### src/rtl/fwd_scoreboard.sv
// Operand forwarding scoreboard: tracks in-flight register producers behind decode
// and resolves each decode read as stage-forward, register-file fallback, or stall.
module fwd_scoreboard #(
    parameter int DW     = 32,
    parameter int AW     = 5,
    parameter int STAGES = 3,
    parameter int NREAD  = 2,
    parameter int SCW    = 16
) (
    input  logic                  clk,
    input  logic                  reset,
    input  logic                  en,
    input  logic                  flush,
    input  logic                  iss_valid,
    input  logic [AW-1:0]         iss_dst,
    input  logic [1:0]            iss_lat,
    input  logic [STAGES*DW-1:0]  stg_data,
    input  logic [NREAD*AW-1:0]   rd_addr,
    input  logic [NREAD*DW-1:0]   rf_data,
    output logic [NREAD*DW-1:0]   fwd_data,
    output logic [NREAD-1:0]      fwd_hit,
    output logic                  stall,
    output logic [SCW-1:0]        stall_cnt
);

    // Result latency can never exceed the oldest tracked stage, nor the 2-bit counter.
    localparam logic [1:0] LAT_MAX = (STAGES - 1 >= 3) ? 2'd3 : 2'(STAGES - 1);

    logic           v_q   [STAGES];
    logic           v_d   [STAGES];
    logic [AW-1:0]  dst_q [STAGES];
    logic [AW-1:0]  dst_d [STAGES];
    logic [1:0]     cnt_q [STAGES];
    logic [1:0]     cnt_d [STAGES];
    logic [SCW-1:0] stall_cnt_q;
    logic [SCW-1:0] stall_cnt_d;

    logic [NREAD*DW-1:0] fwd_data_s;
    logic [NREAD-1:0]    fwd_hit_s;
    logic [NREAD-1:0]    pend_s;
    logic                stall_s;
    logic [1:0]          lat_clamp_s;

    // Per-port lookup: only the youngest matching entry counts, ready or not.
    always_comb begin : lookup_p
        logic found;
        found      = 1'b0;
        fwd_data_s = rf_data;
        fwd_hit_s  = '0;
        pend_s     = '0;
        for (int p = 0; p < NREAD; p++) begin
            found = 1'b0;
            for (int k = 0; k < STAGES; k++) begin
                if (!found && v_q[k] && (dst_q[k] == rd_addr[p*AW +: AW]) &&
                    (rd_addr[p*AW +: AW] != '0)) begin
                    found = 1'b1;
                    if (cnt_q[k] == 2'd0) begin
                        fwd_hit_s[p]             = 1'b1;
                        fwd_data_s[p*DW +: DW]   = stg_data[k*DW +: DW];
                    end else begin
                        pend_s[p] = 1'b1;
                    end
                end else begin
                    found = found;
                end
            end
        end
        stall_s = |pend_s;
    end

    // Next-state: flush clears validity, otherwise advance shifts entries when enabled.
    always_comb begin
        lat_clamp_s = (iss_lat > LAT_MAX) ? LAT_MAX : iss_lat;
        v_d         = v_q;
        dst_d       = dst_q;
        cnt_d       = cnt_q;
        stall_cnt_d = stall_cnt_q;
        if (flush) begin
            for (int k = 0; k < STAGES; k++) begin
                v_d[k] = 1'b0;
            end
        end else if (en) begin
            for (int k = 1; k < STAGES; k++) begin
                v_d[k]   = v_q[k-1];
                dst_d[k] = dst_q[k-1];
                cnt_d[k] = (cnt_q[k-1] == 2'd0) ? 2'd0 : cnt_q[k-1] - 2'd1;
            end
            // A stalled issue enters as a bubble; r0 writes are never tracked.
            if (stall_s || !iss_valid || (iss_dst == '0)) begin
                v_d[0]   = 1'b0;
                dst_d[0] = '0;
                cnt_d[0] = 2'd0;
            end else begin
                v_d[0]   = 1'b1;
                dst_d[0] = iss_dst;
                cnt_d[0] = lat_clamp_s;
            end
            if (stall_s && (stall_cnt_q != '1)) begin
                stall_cnt_d = stall_cnt_q + SCW'(1);
            end else begin
                stall_cnt_d = stall_cnt_q;
            end
        end else begin
            stall_cnt_d = stall_cnt_q;
        end
    end

    // State registers with synchronous reset.
    always_ff @(posedge clk) begin
        if (reset) begin
            for (int k = 0; k < STAGES; k++) begin
                v_q[k]   <= 1'b0;
                dst_q[k] <= '0;
                cnt_q[k] <= 2'd0;
            end
            stall_cnt_q <= '0;
        end else begin
            v_q         <= v_d;
            dst_q       <= dst_d;
            cnt_q       <= cnt_d;
            stall_cnt_q <= stall_cnt_d;
        end
    end

    assign fwd_data  = fwd_data_s;
    assign fwd_hit   = fwd_hit_s;
    assign stall     = stall_s;
    assign stall_cnt = stall_cnt_q;

endmodule

### config.mk
export PLATFORM = sky130hd
export DESIGN_NAME = fwd_scoreboard
export DESIGN_NICKNAME = d
export VERILOG_FILES = /design/src/rtl/fwd_scoreboard.sv
export SDC_FILE = /design/constraint.sdc
export NUM_CORES = 1
export LEC_CHECK = 0
export CORE_MARGIN = 3
export CORE_UTILIZATION = 37
export CTS_CLUSTER_SIZE = 14
export DETAILED_ROUTE_END_ITERATION = 6
export GPL_ROUTABILITY_DRIVEN = 1
export GPL_TIMING_DRIVEN = 0
export PLACE_DENSITY = 0.81
export SLEW_MARGIN = 10
export SYNTH_ARGS = -nofsm -noshare
export SYNTH_HDL_FRONTEND = slang
export SYNTH_SLANG_ARGS = --single-unit
### constraint.sdc
create_clock -name clk -period 3.2 [get_ports clk]
set_input_delay 0.48 -clock clk [delete_from_list [all_inputs] [get_ports clk]]
set_output_delay 0.48 -clock clk [all_outputs]
set_load 0.02 [all_outputs]
# [After elaboration in Yosys (flattened, before gate mapping)]
# Index checks and enable logic that the tools add are counted.
# W data, S select, Z words.
[totals] mem_bits_rw=0 inputBits=182 memories=0 ff_bits=40 output_inout_bits=83 latchBits=0 romBits=0
[classes] magnitude_cmp=1 n_addsub=3 reduce_logical=34 n_eq_ne=7 multipliers=0 bitwise=1 n_shift=0 div=0 mux=44
[op_table] operator="$mux W32" count=12
[op_table] operator="$eq A5 B5 Y1" count=6
[op_table] operator="$mux W1" count=27
[op_table] operator="$logic_and A1 B1 Y1" count=17
[op_table] operator="$add A16 B1 Y16 const B" count=1
[op_table] operator="$ne A16 B16 Y1 const B" count=1
[op_table] operator="$reduce_bool A5 Y1" count=2
[op_table] operator="$mux W2" count=4
[op_table] operator="$logic_not A2 Y1" count=3
[op_table] operator="$logic_not A1 Y1" count=5
[op_table] operator="$logic_not A5 Y1" count=1
[op_table] operator="$mux W5" count=1
[op_table] operator="$reduce_or A2 Y1" count=2
[op_table] operator="$sub A2 B1 Y2 const B" count=2
[op_table] operator="$reduce_and A3 Y1" count=1
[op_table] operator="$gt A2 B2 Y1 const B" count=1
[op_table] operator="$logic_or A1 B1 Y1" count=2
[op_table] operator="$reduce_and A2 Y1" count=1
[op_table] operator="$not A1 Y1" count=1

# [Longest topological paths before layout]
# Gate-level depths: netlist (run 1).
[logic_depth] ltp_word=18 depth_mapped=11 mapped_depth_nobuf=8

# [Least setup slack after synthesis (run 1)]
# OpenSTA, ideal clock, no wires.
[synth_path] kind="in2out" from="in rd_addr[1]" to="out fwd_data[14]" t_required_ns=2.720 path_stages=8 n_path_buf=2 t_arrival_ns=2.466 slack_ns=0.254 path_cell_list="or4_1 -> nor2_2 -> nor4_1 -> nor4b_1 -> clkbuf_1 -> clkbuf_1 -> a211oi_1 -> a21o_1"
[synth_via] elab_chain_cells=14
[synth_rtl] element="start: declaration" line_no="18" rtl="input logic [NREAD*AW-1:0] rd_addr,"
[synth_rtl] element="$eq A5 B5 Y1" line_no="54" rtl="if (!found && v_q[k] && (dst_q[k] == rd_addr[p*AW +: AW]) &&"
[synth_rtl] element="$logic_and A1 B1 Y1 (2 in series)" line_no="54"
[synth_rtl] element="$mux W1" line_no="54"
[synth_rtl] element="$logic_not A1 Y1" line_no="54"
[synth_rtl] element="$logic_and A1 B1 Y1 (3 in series)" line_no="54"
[synth_rtl] element="$mux W1" line_no="54"
[synth_rtl] element="$logic_not A1 Y1" line_no="54"
[synth_rtl] element="$logic_and A1 B1 Y1 (3 in series)" line_no="54"
[synth_rtl] element="$mux W32 (*)" line_no="54"
[synth_rtl] element="end: declaration" line_no="20" rtl="output logic [NREAD*DW-1:0] fwd_data,"
# Every way passes the cells marked *; elsewhere a longest branch is shown, timed or not.

# [Final worst setup path (run 1)]
[layout_path] from="in rd_addr[9]" to="out fwd_data[34]"
# Same word-level chain as after synthesis.

==> summary.md, run 1 <==
| Metric | Value |
|---|---|
| Status | complete, no violations |
| Worst Max-Slew Pin Slew | around 670 ps |
| First-pass GRT wire length | approximately 31 mm |
| Drt pass-1 iters | 5 |
| Switching pwr | around 450 uW |
| Residual DRC | 0 |
| Max clock buf depth | 2 |
| Vias in the first global route | 5,651 |
| Final setup TNS | 0 ps |
| Worst setup SP type | input pin |
| Register Area | 807 um^2 |
| Die extent in x | around 110 um |
| Final period util | 0.992 |
| Ant. Diodes | 0 |
| Setup violators final | 0 |
| Fin. Hold Viols | 0 |
| Fraction of layout cells with a size suffix above 1 | 0.223 |
| Internal power | approximately 1.2 mW |
| Clk pin slew, worst setup/hold paths | about 60 ps |
| PwrDens | about 220 nW/um^2 |
| Peak VDD IR | ~270 uV |
| Synth Instances | ~560 |
| CP Class | input pin to primary output |
| Sw frac | 0.276 |
| Most frequent cells in the layout | 187 x clkdlybuf4s50_1, 76 x nor2_1, 64 x a21o_1 |
| Reg power frac | 0.310 |
| Post-Syn Area | between 4000 and 5000 um^2 |
| Seq cells post-synth | 40 |
| Port Buffer Count | between 200 and 300 |
| Slew Limit Fails | 0 |
| Clock Sinks | 40 |
| Largest net degree at the start of global routing | 15 |
| Clk Latency, worst-skew pair | roughly 280 ps |
| Antenna-violating nets left | 0 |
| Clock Skew | between 8 and 9 ps |
| HPWL after detailed placement | ~16 mm |
| Final nets | 1,037 |
| Min cycle time layout | 3170 ps |
| Num CTS Buffers | 5 |
| Routed vias/inst | between 5 and 6 |
| Total GRT Usage | 0.297 |
| Power share of the clock group | 0.355 |
| Worst hold slack | around 490 ps |
| Leak Pwr | about 3.0 nW |
| RePlAce Congestion | approximately 0.94 |
| DRT iter0 DRCs | around 530 |
| Fmax | roughly 0.31 GHz |
| Synth Area per Inst | between 7 and 8 um^2 |
| CTS tree | yes |
| Hold crit path type | flop to flop |
| Worst slew margin | 0.552 |
| Yosys cell types | 51 |
| WL final | 21.0 mm |
| Global route total overflow | 0 |
| Vias | roughly 6,000 |
| Htree depth | 2 |
| Most common cell after layout, fill and taps aside | clkdlybuf4s50_1 |
| Yosys Warn Count | 0 |
| Total power | about 1.6 mW |
| Die area | 12,800 um^2 |
| Area Growth Syn to Fin | 78.5% |
| Initial Util | 0.384 |
| RSZ-0062 raised after global routing | true |
| Combined area of the multi-input logic cells | approximately 3400 um^2 |
| Logic pwr share | 0.335 |
| Die height | ~110 um |
| Clock Root Buffer | clkbuf_16 |
| Max_cap viols | 0 |
| Crit path arrival time | approximately 2700 ps |
| Core area | around 11,000 um^2 |
| Mean routed wirelength per cell | about 21 um |
| Crit path max fanout | 8 |
| Fillers | roughly 920 |
| WP data required | around 2700 ps |
| Site row count | 38 |
| Initial antenna violation count | 0 |
| Syn_nets | between 700 and 800 |
| Seq/Total Area, Yosys | 0.189 |
| Setup crit end kind | primary output |
| Ports | ~270 |
[state kept, by name, indices dropped and copies added, names as in the netlist]
signal and count:
stall_cnt 16, v_q 3, cnt_q 6, dst_q 15
[critical path, cell delays in order]
cell and delay [ps]:
clkdlybuf4s15_2 240, xor2_1 160, nor4_1 300, o2111ai_1 230, nor4_2 420, buf_4 260
buf_4 130, buf_4 110, a211oi_1 50, a21o_1 170, buf_2 160
[cells by family (layout without fill, tap and decap cells)]
logic type | after synthesis | after routing | share of synthesized area
AOI/OAI and AO/OA | 187 | 187 | 0.322
and+or+nand+nor | 180 | 180 | 0.208
muxes | 69 | 69 | 0.164
buffers and inverters | 52 | 348 | 0.0517
DFF | 40 | 40 | 0.189
xor gates and xnor gates | 30 | 30 | 0.0621
adders and majority gates | 1 | 1 | 0.00296
[final cells by class]
type,instances,share of cell area
well taps,140,0.0232
clock inverters,3,0.00613
multi-input cells,467,0.453
inverters,3,0.00149
clock buffers,5,0.0166
plain buffers,47,0.0555
flip-flops and latches,40,0.107
repair buffers,290,0.337
[what timing repair did]
action	in CTS	in global routing
cloned	2	2
resized for setup	312	129
endpoints found under the hold margin	0	0
endpoints found under the setup margin	90	66
pin swaps	15	10
hold buffers	0	0
setup buffers	13	9
[per-stage QoR]
step | std cells | cell area (um^2) | util | worst slack (ps)
detailed placement | 963 | 7050 | 0.639 | -1480
finish | 995 | 7560 | 0.685 | 25.0
global placement | 963 | 7050 | 0.639 | -1430
floorplan | 559 | 4230 | - | 254
global route | 995 | 7560 | 0.685 | -110
CTS | 984 | 7450 | 0.675 | -52.4
[cells in the mapped netlist (all sizes together)]
library cell | number | area [um^2]
or2 | 1 | 6.26
dfxtp | 40 | 801
nor2 | 77 | 292
xor2 | 8 | 70.1
o21ai | 3 | 15.0
and2 | 4 | 25.0
a22oi | 1 | 7.51
nor4 | 6 | 58.8
o41ai | 1 | 8.76
a211oi | 64 | 480
o2111ai | 1 | 8.76
buf | 12 | 68.8
or4 | 11 | 82.6
mux2i | 66 | 661
xnor2 | 22 | 193
a21o | 64 | 480
o221a | 1 | 11.3
nor2b | 6 | 37.5
nand4 | 9 | 56.3
a21oi | 26 | 130
or3 | 3 | 18.8
inv | 3 | 11.3
nand3 | 10 | 50.1
o31ai | 9 | 67.6
nand2 | 34 | 128
a22o | 5 | 43.8
a41oi | 1 | 8.76
nor4b | 2 | 23.8
nand2b | 1 | 6.26
a41o | 1 | 10.0
mux2 | 3 | 33.8
o22ai | 2 | 12.5
and3 | 2 | 12.5
ha | 1 | 12.5
a311o | 2 | 20.0
o32a | 1 | 10.0
o211ai | 1 | 7.51
nor3 | 12 | 70.1
clkbuf | 37 | 139
o31a | 1 | 8.76
nand3b | 2 | 15.0
o21ba | 1 | 10.0
a32o | 2 | 20.0
[layer usage]
| metal | share of wire | global-route usage | vias to the layer above |
|---|---|---|---|
| met1 | 0.41 | 0.373 | 2856 |
| met2 | 0.49 | 0.524 | 330 |
| met4 | 0.024 | 0.0769 | 0 |
| li1 | - | - | 2691 |
| met3 | 0.074 | 0.0551 | 42 |
| met5 | 0 | 0 | - |
[power groups by stage]
stage               sequential [mW]  clock [mW]  combinational [mW]
floorplan                     0.517           0               0.197
global placement              0.518           0               0.554
detailed placement            0.518           0               0.564
CTS                           0.508       0.585               0.541
global route                  0.509       0.612               0.580
finish                        0.509       0.584               0.550
[final timing paths]
path,startpoint,endpoint,slack (ps),cells past startpoint
setup / recovery,rd_addr[9],fwd_data[34],30,11
hold / removal,stall_cnt[14]$_SDFFE_PP0P_,stall_cnt[14]$_SDFFE_PP0P_,490,2
setup reg to reg,dst_q[4]$_SDFFE_PP0P_,stall_cnt[5]$_SDFFE_PP0P_,370,9
hold reg to reg,stall_cnt[14]$_SDFFE_PP0P_,stall_cnt[14]$_SDFFE_PP0P_,490,2
Note: power is estimated with default switching activity, not from simulation.
==> run 2: changes to the inputs <==
Settings changed: CELL_PAD_IN_SITES_DETAIL_PLACEMENT from default to 1, CELL_PAD_IN_SITES_GLOBAL_PLACEMENT from default to 2, CORE_MARGIN 3 to 4, CORE_UTILIZATION 37 to 19, PLACE_DENSITY 0.81 to default, PLACE_DENSITY_LB_ADDON from default to 0.1.
==> run 2 against run 1 <==
Register-to-register slack better by 50 ps. Count of clock-buffer cells in the layout rose by 1. Global-route usage fell by 9.9 points. Combinational power rose by 6.5%. Largest cell class unchanged. Final area rose by 8.5%.
==> summary.md, run 2 (same netlist as run 1, synthesis figures left out) <==
| Metric | Value |
|---|---|
| CP Class | input pin to primary output |
| Combined area of the multi-input logic cells | 3640 um^2 (+6.3%) |
| HPWL after detailed placement | 20.1 mm (+28%) |
| Area Growth Syn to Fin | 93.7% |
| Vias | 5,664 (-4.3%) |
| Ports | 265 (unchanged) |
| Logic pwr share | 0.364 (+0.029) |
| Worst Max-Slew Pin Slew | 653 ps (-16.7 ps) |
| Setup violators final | 0 (unchanged) |
| RePlAce Congestion | 0.859 (-8.9%) |
| Site row count | 54 (+42%) |
| Initial Util | 0.193 (-0.190) |
| Crit path max fanout | 10 (+2) |
| Slew Limit Fails | 0 (unchanged) |
| Crit path arrival time | 2640 ps (-50 ps) |
| Leak Pwr | 3.18 nW (+5.4%) |
| Internal power | 1.14 mW (-3.8%) |
| Clk Latency, worst-skew pair | 280 ps (about the same) |
| Most frequent cells in the layout | 187 x clkdlybuf4s50_1, 70 x nor2_1, 64 x a21o_1 |
| Largest net degree at the start of global routing | 13 (-2) |
| WL final | 26.1 mm (+24%) |
| Final nets | 1,043 (+0.58%) |
| Clock Skew | 5.98 ps (-2.18 ps) |
| Clock Root Buffer | clkbuf_16 |
| Min cycle time layout | 3120 ps (-52.6 ps) |
| Peak VDD IR | 270 uV (+1.4%) |
| Fraction of layout cells with a size suffix above 1 | 0.268 (+0.0449) |
| Die area | 24,700 um^2 (+94%) |
| Utilization after layout | 0.374 (-0.311) |
| Port Buffer Count | 264 (unchanged) |
| Num CTS Buffers | 5 (unchanged) |
| Worst setup SP type | input pin |
| Vias in the first global route | 6,175 (+9.3%) |
| Register Area | 815 um^2 (+0.93%) |
| First-pass GRT wire length | 38.2 mm (+23%) |
| Fmax | 0.320 GHz (+1.7%) |
| Global route total overflow | 0 (unchanged) |
| Switching pwr | 465 uW (+2.7%) |
| Antenna-violating nets left | 0 (unchanged) |
| Total power | 1.61 mW (-2.0%) |
| PwrDens | 196 nW/um^2 (-9.7%) |
| Hold crit path type | flop to flop |
| Max_cap viols | 0 (unchanged) |
| Hold_buf cts | 0 (unchanged) |
| Reg power frac | 0.315 (+0.005) |
| Max clock buf depth | 2 (unchanged) |
| Most common cell after layout, fill and taps aside | clkdlybuf4s50_1 |
| CTS tree | yes |
| Clock Sinks | 40 (unchanged) |
| Htree depth | 2 (unchanged) |
| Core area | 21,900 um^2 (+98%) |
| Power share of the clock group | 0.321 (-0.034) |
| Post-Layout Inst Area | 8200 um^2 (+8.5%) |
| Fillers | 2,583 (+180%) |
| Routed vias/inst | 4.95 (-17%) |
| Residual DRC | 0 (unchanged) |
| Die height | 157 um (+39%) |
| Worst slew margin | 0.563 (+0.0111) |
| Die extent in x | 157 um (+39%) |
| RSZ-0062 raised after global routing | true |
| Status | complete, no violations |
| Sw frac | 0.289 (+0.0134) |
| Total GRT Usage | 0.199 (-0.0987) |
| WP data required | 2720 ps (about the same) |
| Largest register FFs | 16 (unchanged) |
| Fin. Hold Viols | 0 (unchanged) |
| Final period util | 0.976 (-0.0164) |
| Drt pass-1 iters | 4 (-1) |
| Initial antenna violation count | 9 (+9) |
| Mean routed wirelength per cell | 22.8 um (+8.1%) |
| Post-DP Area | 7230 um^2 (+2.5%) |
| Clk pin slew, worst setup/hold paths | 60 ps (about the same) |
| DRT iter0 DRCs | 186 (-65%) |
| Worst hold slack | 483 ps (-9.81 ps) |
| Setup crit end kind | primary output |
## run 2: cell types whose count changed in the layout (fill, tap and decap cells not counted), sizes merged, moves of 2 or more
cell,change
clkbuf,-7
buf,+10
clkdlybuf4s15,+3
clkinv,+2
diode,+4
## run 2: per-stage QoR
stage | worst slack, ps | setup TNS, ps | std cells
floorplan | 254 | 0 | 559
detailed placement | -1600 | -108710 | 1103
CTS | -71.4 | -417 | 1135
finish | 77.6 | 0 | 1145
global placement | -1610 | -109220 | 1103
global route | -18.9 | -86.0 | 1145
## run 2: worst paths after layout
check	from	to	slack, ps	cells after the start
worst max-delay path	rd_addr[8]	fwd_data[35]	80	11
worst min-delay path	cnt_q[2]$_SDFFE_PP0P_	cnt_q[2]$_SDFFE_PP0P_	480	2
worst max register to register	dst_q[9]$_SDFFE_PP0P_	stall_cnt[5]$_SDFFE_PP0P_	420	9
worst min register to register	cnt_q[2]$_SDFFE_PP0P_	cnt_q[2]$_SDFFE_PP0P_	480	2
## run 2: power by group through the flow
stage / Sequential [mW] / Combinational (mW) / Clock, mW
6_report: 0.506 / 0.586 / 0.516
5_1_grt: 0.507 / 0.624 / 0.550
4_1_cts: 0.507 / 0.575 / 0.535
3_5_place_dp: 0.518 / 0.581 / 0
3_3_place_gp: 0.518 / 0.572 / 0
2_1_floorplan: 0.517 / 0.197 / 0
## run 2: repair_timing
action,4_1_cts,5_1_grt
endpoints found under the setup margin,90,64
buffers inserted,20,6
gates resized for setup,462,59
gates cloned,6,1
pin swaps,26,10
## run 2: routing by layer
layer / GRT usage / vias up / wire length [um]
met5: 0 / - / 79
met4: 0.0475 / 10 / 482
met3: 0.0522 / 34 / 1870
met2: 0.354 / 180 / 13000
met1: 0.239 / 2736 / 10700
li1: - / 2704 / -
## run 2: area by class of cell
type	count	area share
Multi-Input combinational cell	467	0.444
Timing Repair Buffer	296	0.335
Sequential cell	40	0.0994
Buffer	47	0.0585
Tap cell	280	0.0427
Clock buffer	6	0.0169
Inverter	3	0.00137
Clock inverter	2	0.00122
Antenna cell	4	0.00122
## run 2: worst max-delay path, stage by stage
cell,delay (ps)
buf_2,150
xnor2_2,170
nand4_1,180
or3_4,400
nor3_4,150
buf_4,150
buf_12,140
mux2i_1,250
a211oi_2,110
a21o_1,170
clkdlybuf4s15_2,270
